File: src/rtl/cond_pkg.sv
`default_nettype none
// ============================================================================
// Module   : cond_pkg
// Purpose  : Shared condition codes and flag/FlagWrite bit positions for the
//            execute-stage condition unit.
// Revision : 1.0 - initial release
// ============================================================================
package cond_pkg;

    typedef enum logic [3:0] {
        EQ = 4'b0000,
        NE = 4'b0001,
        CS = 4'b0010,
        CC = 4'b0011,
        MI = 4'b0100,
        PL = 4'b0101,
        VS = 4'b0110,
        VC = 4'b0111,
        HI = 4'b1000,
        LS = 4'b1001,
        GE = 4'b1010,
        LT = 4'b1011,
        GT = 4'b1100,
        LE = 4'b1101,
        AL = 4'b1110,
        NV = 4'b1111
    } cond_e;

    localparam int FLAG_N = 3;
    localparam int FLAG_Z = 2;
    localparam int FLAG_C = 1;
    localparam int FLAG_V = 0;

    localparam int FW_NZ = 1;
    localparam int FW_CV = 0;

endpackage : cond_pkg
`default_nettype wire

File: src/rtl/cond_check.sv
`default_nettype none
// ============================================================================
// Module   : cond_check
// Purpose  : Purely combinational ARM condition-field evaluator against NZCV.
// Revision : 1.0 - initial release
// ============================================================================
module cond_check
    import cond_pkg::*;
(
    input  logic [3:0] CondE,
    input  logic [3:0] Flags,
    output logic       condpass
);

    logic n;
    logic z;
    logic c;
    logic v;

    assign n = Flags[FLAG_N];
    assign z = Flags[FLAG_Z];
    assign c = Flags[FLAG_C];
    assign v = Flags[FLAG_V];

    always_comb begin
        condpass = 1'b0;
        case (cond_e'(CondE))
            EQ:      condpass = z;
            NE:      condpass = ~z;
            CS:      condpass = c;
            CC:      condpass = ~c;
            MI:      condpass = n;
            PL:      condpass = ~n;
            VS:      condpass = v;
            VC:      condpass = ~v;
            HI:      condpass = c & ~z;
            LS:      condpass = ~c | z;
            GE:      condpass = (n == v);
            LT:      condpass = (n != v);
            GT:      condpass = ~z & (n == v);
            LE:      condpass = z | (n != v);
            AL:      condpass = 1'b1;
            default: condpass = 1'b0;   // NV: never executes
        endcase
    end

endmodule : cond_check
`default_nettype wire

File: src/rtl/cond_unit.sv
`default_nettype none
// ============================================================================
// Module   : cond_unit
// Purpose  : Execute-stage flags register, condition gating and E->M control
//            registers. Define COND_STATS_EN to add ExecCount/SkipCount.
// Revision : 1.0 - initial release
// ============================================================================
module cond_unit
    import cond_pkg::*;
#(
    parameter int         CNT_W       = 32,
    parameter logic [3:0] RESET_FLAGS = 4'b0000
) (
    input  logic             clk,
    input  logic             reset,
    input  logic             StallE,
    input  logic             FlushE,
    input  logic [3:0]       CondE,
    input  logic [1:0]       FlagWriteE,
    input  logic [3:0]       AluFlags,
    input  logic             PCSrcE,
    input  logic             RegWriteE,
    input  logic             MemWriteE,
    output logic             CondExE,
    output logic             PCSrcGatedE,
    output logic             RegWriteM,
    output logic             MemWriteM,
    output logic [3:0]       Flags
`ifdef COND_STATS_EN
    ,
    output logic [CNT_W-1:0] ExecCount,
    output logic [CNT_W-1:0] SkipCount
`endif
);

    if (CNT_W < 1) begin : g_bad_cnt_w
        $error("cond_unit: CNT_W must be at least 1");
    end

    logic condpass;

    cond_check u_cond_check (
        .CondE    (CondE),
        .Flags    (Flags),
        .condpass (condpass)
    );

    assign CondExE     = condpass & ~FlushE;
    assign PCSrcGatedE = PCSrcE & CondExE;

    // Flag groups update independently; a failed or flushed instruction never writes.
    always_ff @(posedge clk) begin
        if (reset) begin
            Flags <= RESET_FLAGS;
        end else if (!StallE && CondExE) begin
            if (FlagWriteE[FW_NZ]) begin
                Flags[FLAG_N] <= AluFlags[FLAG_N];
                Flags[FLAG_Z] <= AluFlags[FLAG_Z];
            end
            if (FlagWriteE[FW_CV]) begin
                Flags[FLAG_C] <= AluFlags[FLAG_C];
                Flags[FLAG_V] <= AluFlags[FLAG_V];
            end
        end
    end

    // Stall outranks flush on the M boundary.
    always_ff @(posedge clk) begin
        if (reset) begin
            RegWriteM <= 1'b0;
            MemWriteM <= 1'b0;
        end else if (!StallE) begin
            if (FlushE) begin
                RegWriteM <= 1'b0;
                MemWriteM <= 1'b0;
            end else begin
                RegWriteM <= RegWriteE & CondExE;
                MemWriteM <= MemWriteE & CondExE;
            end
        end
    end

`ifdef COND_STATS_EN
    always_ff @(posedge clk) begin
        if (reset) begin
            ExecCount <= '0;
            SkipCount <= '0;
        end else if (!StallE && !FlushE) begin
            if (condpass) begin
                ExecCount <= ExecCount + CNT_W'(1);
            end else begin
                SkipCount <= SkipCount + CNT_W'(1);
            end
        end
    end
`endif

endmodule : cond_unit
`default_nettype wire

File: config.mk
export PLATFORM = sky130hd
export DESIGN_NAME = cond_unit
export DESIGN_NICKNAME = d
export VERILOG_FILES = /design/src/rtl/cond_pkg.sv /design/src/rtl/cond_check.sv /design/src/rtl/cond_unit.sv
export SDC_FILE = /design/constraint.sdc
export NUM_CORES = 1
export LEC_CHECK = 0
export BUFFER_PORTS_ARGS = -buffer_cell sky130_fd_sc_hd__buf_2
export CAP_MARGIN = 15
export CORE_AREA = 2 2 39 41
export CTS_CLUSTER_DIAMETER = 50
export CTS_CLUSTER_SIZE = 24
export DETAILED_ROUTE_END_ITERATION = 12
export DIE_AREA = 0 0 41 43
export PLACE_DENSITY = 0.69
export SKIP_CTS_REPAIR_TIMING = 1
export SYNTH_ARGS = -nofsm -noshare
export SYNTH_HDL_FRONTEND = slang
export SYNTH_SLANG_ARGS = --single-unit
export TNS_END_PERCENT = 20
File: constraint.sdc
create_clock -name clk -period 5.6 [get_ports clk]
set_input_delay 1.12 -clock clk [delete_from_list [all_inputs] [get_ports clk]]
set_output_delay 1.12 -clock clk [all_outputs]
set_load 0.1 [all_outputs]
==> results of run 1 <==
flip-flops by register name, indices dropped and copies added, names as in the netlist:
name,cells
Flags,4
MemWriteM,1
RegWriteM,1
how the worst min path moves through the flow:
stage                     slack (ps)                     end              startpoint  cells after the start
final                            460  MemWriteM$_SDFFE_PP0N_  MemWriteM$_SDFFE_PP0N_                      2
after global routing             480  MemWriteM$_SDFFE_PP0N_  MemWriteM$_SDFFE_PP0N_                      2
after CTS                        460  MemWriteM$_SDFFE_PP0N_  MemWriteM$_SDFFE_PP0N_                      2
after detailed placement         450  MemWriteM$_SDFFE_PP0N_  MemWriteM$_SDFFE_PP0N_                      2
after global placement           440  MemWriteM$_SDFFE_PP0N_  MemWriteM$_SDFFE_PP0N_                      2
after floorplan                  880  MemWriteM$_SDFFE_PP0N_  MemWriteM$_SDFFE_PP0N_                      2
synthesized netlist by cell type (2+ instances only):
| cell | n |
|---|---|
| a21oi_1 | 2 |
| and3_1 | 2 |
| and3_4 | 2 |
| and3b_1 | 2 |
| buf_2 | 3 |
| dfxtp_1 | 6 |
| mux2i_1 | 4 |
| nand2_1 | 3 |
| nand2b_1 | 6 |
| nand3_1 | 3 |
| nor2_1 | 3 |
| nor3_1 | 2 |
| o211ai_1 | 2 |
| or2b_1 | 2 |
| xor2_1 | 3 |
critical path: stages:
cell and delay (ps):
buf_2 170, a2bb2oi_1 150, a22o_1 190, o311a_1 280, or4_4 570, and3_1 180, buf_2 280
cells in the final DEF, fill, tap and decap left out, types with 2 or more instances in the layout:
cell type and instances:
nand2_1 3, o211ai_1 2, buf_2 24, and3_1 2, and3b_1 2, nand2b_1 6, nand3_1 3, dfxtp_1 6
mux2i_1 4, clkbuf_4 3, xor2_1 3, a21oi_1 2, and3_4 2, nor2_1 3, nor3_1 2, or2b_1 2
metal layers:
| metal | vias up | wire [um] | GRT usage, % |
|---|---|---|---|
| li1 | 275 | - | - |
| met1 | 239 | 509 | 18.1 |
| met2 | 16 | 538 | 23.1 |
| met3 | 2 | 63 | 1.57 |
| met4 | 0 | 9 | 12.0 |
| met5 | - | 0 | 0 |
through the flow:
step	area, um2	cells	hold WS (ps)
5_1_grt	652	101	478
2_1_floorplan	513	63	883
6_report	652	101	458
3_5_place_dp	629	98	451
3_3_place_gp	629	98	443
4_1_cts	652	101	456
kinds of logic (layout without fill, tap and decap cells):
family,after synthesis,after routing
XOR/XNOR,4,4
AND/OR/NAND/NOR,32,32
buffers and inverters,6,28
flip-flops,6,6
AO/OA/AOI/OAI,11,11
multiplexers,4,4
power by group:
group          internal [mW]  switching [mW]  total [mW]
registers             0.0440         0.00133      0.0453
clock network         0.0242          0.0145      0.0386
logic                 0.0147          0.0286      0.0433
layout make-up:
type | instances | area, um2 | share of cell area, %
sequential | 6 | 120 | 18.4
multi-input combinational | 51 | 365 | 56.0
clock buffer | 3 | 22.5 | 3.45
timing repair buffer | 24 | 120 | 18.4
inverter | 1 | 3.75 | 0.576
tap | 16 | 20.0 | 3.07
==> flow_summary_export.csv, run 1 <==
group,metric,value,unit
outcome,status,"finished clean",
placement,pre_cts_ws,1520,ps
synth,ys_warn_count,0,
synth,synth-edff-count,0,
hold_path,hp-class,"flip-flop to flip-flop",
drt,drc_errors,0,
clocking,cts_htree_levels,1,
die,die_w,41,um
clocking,clk_pin_slew_worst_paths,40,ps
power_and_ir_drop,cellPowerDensity,195,mW/mm2
flow_run,cap_violations,0,
clocking,cts_tree,"done",
drt,antenna_left,0,
global_route,grt_pass1_vias,448,
synth,avgSynthCellArea,8.14,um2
sta,slew_viol_final,0,
worst_setup_path,startpoint_type,"primary input",
clocking,numClockSinks,6,
drt,vias,532,
layout,layout-drive-gt1-share,35.3,%
worst_setup_path,end_kind,"output pin",
placement,gp_congestion,0.673,
power_and_ir_drop,ir_worst_vdd,0.000122,V
die,initial_core_util,37.1,%
layout,nets,104,
worst_setup_path,r2r_start,"Flags[3]$_SDFFE_PP0P_",
layout,nFillCells,140,
synth,synth_adder_area_share,0,%
power_and_ir_drop,fin_total_pwr,0.127,mW
die,fp.dieH,43,um
synth,ys_seq_area_share,23.4,%
worst_setup_path,timing.rr.end,"Flags[3]$_SDFFE_PP0P_",
synth,yosysTopAreaCell,"dfxtp_1",
synth,synth-async-reset-ratio,0,%
sta,hold_viol,0,
synth,ys_seq_elements,6,
drt,wl,1120,um
worst_setup_path,crit_path_start,"CondE[0]",
power_and_ir_drop,p_leak,0.313,nW
clocking,root_buffer,"clkbuf_4",
layout,postLayoutCoreUtil,47.1,%
sta,tightest_slew,485,ps
synth,ys_types,33,
global_route,grt_start_max_net_pins,14,
worst_setup_path,arrival,2960,ps
clocking,cts_buffer_depth,2,
sta,setup_viol,0,
die,io_pins,25,
synth,synthTopCellsByArea,"dfxtp_1, mux2i_1, nand2b_1",
clocking,cts_buffers,3,
clocking,clock_latency,240,ps
global_route,antenna_found_initial,0,
layout,syn_to_final_growth,27.1,%
sta,fin_tns_setup,0,ps
worst_setup_path,critPathCapture,"PCSrcGatedE",
synth,syn_area,513,um2
placement,place_hpwl,864,um
sta,timing.fmax,245,MHz
drt,first_pass_iters,4,
sta,fin_skew,0.801,ps
worst_setup_path,reg2regPathDepth,6,
synth,synthCells,63,
global_route,grt_pass1_wl,1810,um
sta,layout_min_cycle_time,4080,ps
die,rows,14,
synth,synth.mux.area_fraction,7.80,%
worst_setup_path,path_max_fanout,13,
placement,port_buffers,24,
worst_setup_path,worstSetupPathType,"primary input to output pin",
global_route,grt_overflow,0,
worst_setup_path,required,4480,ps
drt,initialDrtViolationCount,8,
global_route,grt_usage,15.2,%
synth,synth_compound_area_share,15.6,%
synth,synth_top_area_share,23.4,%
layout,diodes,0,
synth,synthFlopType,"dfxtp_1",
synth,synth_nets,80,
worst_setup_path,r2r_slack,3480,ps
drt,wl_per_cell,11.1,um
sta,fin_crit_sh,72.8,%
sta,rsz0062_at_grt,"no",
drt,vias_per_cell,5.27,
sta,relSlewSlack,67.9,%
synth,synthSimpleGateAreaFrac,41.0,%
synth,synth_top_family_by_area,"simple AND/OR/NAND/NOR gates",
synth,synth_xor_area_share,6.83,%
die,die_area,0.00176,mm2
sta,worst_slack,1520,ps
die,placeableCoreArea,0.00138,mm2
No activity file was read; power rests on OpenSTA's default activity.
==> run 2, diff against run 1 <==
--- a/config.mk
+++ b/config.mk
@@ -7,12 +7,12 @@
 export LEC_CHECK = 0
 export BUFFER_PORTS_ARGS = -buffer_cell sky130_fd_sc_hd__buf_2
 export CAP_MARGIN = 15
-export CORE_AREA = 2 2 39 41
+export CORE_MARGIN = 2
+export CORE_UTILIZATION = 39
 export CTS_CLUSTER_DIAMETER = 50
 export CTS_CLUSTER_SIZE = 24
 export DETAILED_ROUTE_END_ITERATION = 12
-export DIE_AREA = 0 0 41 43
-export PLACE_DENSITY = 0.69
+export PLACE_DENSITY = 0.72
 export SKIP_CTS_REPAIR_TIMING = 1
 export SYNTH_ARGS = -nofsm -noshare
 export SYNTH_HDL_FRONTEND = slang
==> constraint.sdc (replaced) <==
create_clock -name clk -period 3.3 [get_ports clk]
set_input_delay 0.66 -clock clk [delete_from_list [all_inputs] [get_ports clk]]
set_output_delay 0.66 -clock clk [all_outputs]
set_load 0.1 [all_outputs]
==> run 2 against run 1 <==
Against the previous run: worst setup slack got worse by 1400 ps; power rose by 72%; combinational power rose by 70%; flip-flop and latch count unchanged; global-route usage rose by 0.79 points; routed wire length rose by 5.0%; die area down 8.0%; via count decreased by 3.4%; first-iteration DRC count grew 75%; utilization increased by 4.6 points; register-to-register slack got worse by 2200 ps; critical endpoint unchanged; largest cell class unchanged.
==> flow_summary_export.csv, run 2 (synthesis results as in run 1) <==
group,metric,value,unit
placement,pre_cts_ws,149,ps
global_route,antenna_found_initial,0,
sta,hold_viol,0,
clocking,numClockSinks,6,
hold_path,whs_endpoint,"MemWriteM$_SDFFE_PP0N_",
die,initial_core_util,40.4,%
placement,port_buffers,24,
drt,vias_per_cell,5.14,
power_and_ir_drop,ir_worst_vdd,0.000173,V
clocking,cts_htree_levels,1,
worst_setup_path,reg2regPathDepth,6,
die,die_area,0.00162,mm2
sta,tightest_slew,486,ps
sta,fin_skew,3.33,ps
placement,gp_congestion,0.804,
layout,final_area,656,um2
die,rows,13,
sta,rsz0062_at_grt,"no",
drt,antenna_left,0,
sta,fin_tns_setup,0,ps
layout,nets,104,
worst_setup_path,arrival,2490,ps
sta,fin_crit_sh,95.5,%
worst_setup_path,path_max_fanout,13,
clocking,clock_latency,240,ps
layout,nFillCells,142,
worst_setup_path,r2r_slack,1250,ps
sta,relSlewSlack,67.8,%
die,placeableCoreArea,0.00127,mm2
layout,layout-drive-gt1-share,40.0,%
placement,placed_area,633,um2
layout,regMostFlops,"Flags",
global_route,grt_start_max_net_pins,14,
clocking,cts_tree,"done",
worst_setup_path,startpoint_type,"primary input",
layout,final_common_cell,"buf_2",
worst_setup_path,r2r_start,"Flags[3]$_SDFFE_PP0P_",
drt,initialDrtViolationCount,14,
drt,vias,514,
die,io_pins,25,
drt,wl,1180,um
clocking,cts_buffer_depth,2,
hold_path,hp-start,"MemWriteM$_SDFFE_PP0N_",
outcome,status,"finished clean",
drt,drc_errors,0,
layout,final_cell_mix,"buf_2, nand2b_1, dfxtp_2, mux2i_1",
clocking,cts_buffers,3,
sta,timing.fmax,317,MHz
sta,layout_min_cycle_time,3150,ps
sta,setup_viol,0,
flow_run,cap_violations,0,
worst_setup_path,end_kind,"output pin",
placement,dpl.cell_count,97,
power_and_ir_drop,cellPowerDensity,334,mW/mm2
placement,place_hpwl,909,um
layout,diodes,0,
layout,largest_reg_flops,4,
sta,slew_viol_final,0,
die,die_w,40.3,um
global_route,grt_pass1_vias,412,
die,fp.dieH,40.3,um
layout,largest_registers,"Flags (4), MemWriteM (1), RegWriteM (1)",
global_route,grt_usage,16.0,%
worst_setup_path,timing.rr.end,"Flags[0]$_SDFFE_PP0P_",
drt,wl_per_cell,11.8,um
worst_setup_path,required,2640,ps
hold_path,min_path_cells,2,
clocking,root_buffer,"clkbuf_4",
drt,first_pass_iters,4,
power_and_ir_drop,fin_total_pwr,0.219,mW
power_and_ir_drop,p_leak,0.315,nW
global_route,grt_pass1_wl,1660,um
clocking,clk_pin_slew_worst_paths,50,ps
layout,syn_to_final_growth,27.8,%
hold_path,hp-class,"flip-flop to flip-flop",
worst_setup_path,worstSetupPathType,"primary input to output pin",
sta,worst_slack,149,ps
layout,layout.cells.non_filler,100,
global_route,grt_overflow,0,
run 2: layer usage:
| metal | up-vias | GRT usage, % | routed length, um | part of all wire (%) |
|---|---|---|---|---|
| met5 | - | 0 | 0 | 0 |
| met3 | 0 | 6.67 | 59 | 5.0 |
| li1 | 273 | - | - | - |
| met4 | 0 | 5.00 | 0 | 0 |
| met2 | 13 | 28.6 | 627 | 53 |
| met1 | 228 | 16.7 | 490 | 42 |
run 2: report_power, final:
part | internal (mW) | switching [mW] | leakage (nW)
clock | 0.0412 | 0.0269 | 0.0138
sequential | 0.0747 | 0.00232 | 0.0505
combinational | 0.0249 | 0.0487 | 0.251
total | 0.141 | 0.0780 | 0.315
run 2: final cells by class:
| type | instances | area, um2 | share of cell area [%] |
|---|---|---|---|
| repair buffers | 24 | 120 | 18.3 |
| well taps | 15 | 18.8 | 2.86 |
| inverters | 1 | 3.75 | 0.573 |
| multi-input cells | 51 | 365 | 55.7 |
| flip-flops and latches | 6 | 125 | 19.1 |
| clock buffers | 3 | 22.5 | 3.44 |
run 2: stage by stage:
step	hold WS (ps)	util, %
6_report	471	51.7
2_1_floorplan	725	-
3_5_place_dp	468	49.9
4_1_cts	474	51.7
5_1_grt	493	51.7
3_3_place_gp	443	49.9
run 2: critical path: stages:
cell	delay, ps
buf_2	170
a2bb2oi_1	150
a22o_1	190
o311a_1	280
or4_4	570
and3_1	180
buf_2	280
run 2: worst max path at each step:
stage,from,end,slack [ps],cells after the start
after CTS,CondE[0],PCSrcGatedE,150,7
final,CondE[0],PCSrcGatedE,150,7
after global routing,CondE[0],PCSrcGatedE,80,7
after floorplan,Flags[3]$_SDFFE_PP0P_,PCSrcGatedE,200,5
after global placement,CondE[0],PCSrcGatedE,170,7
after detailed placement,CondE[0],PCSrcGatedE,150,7
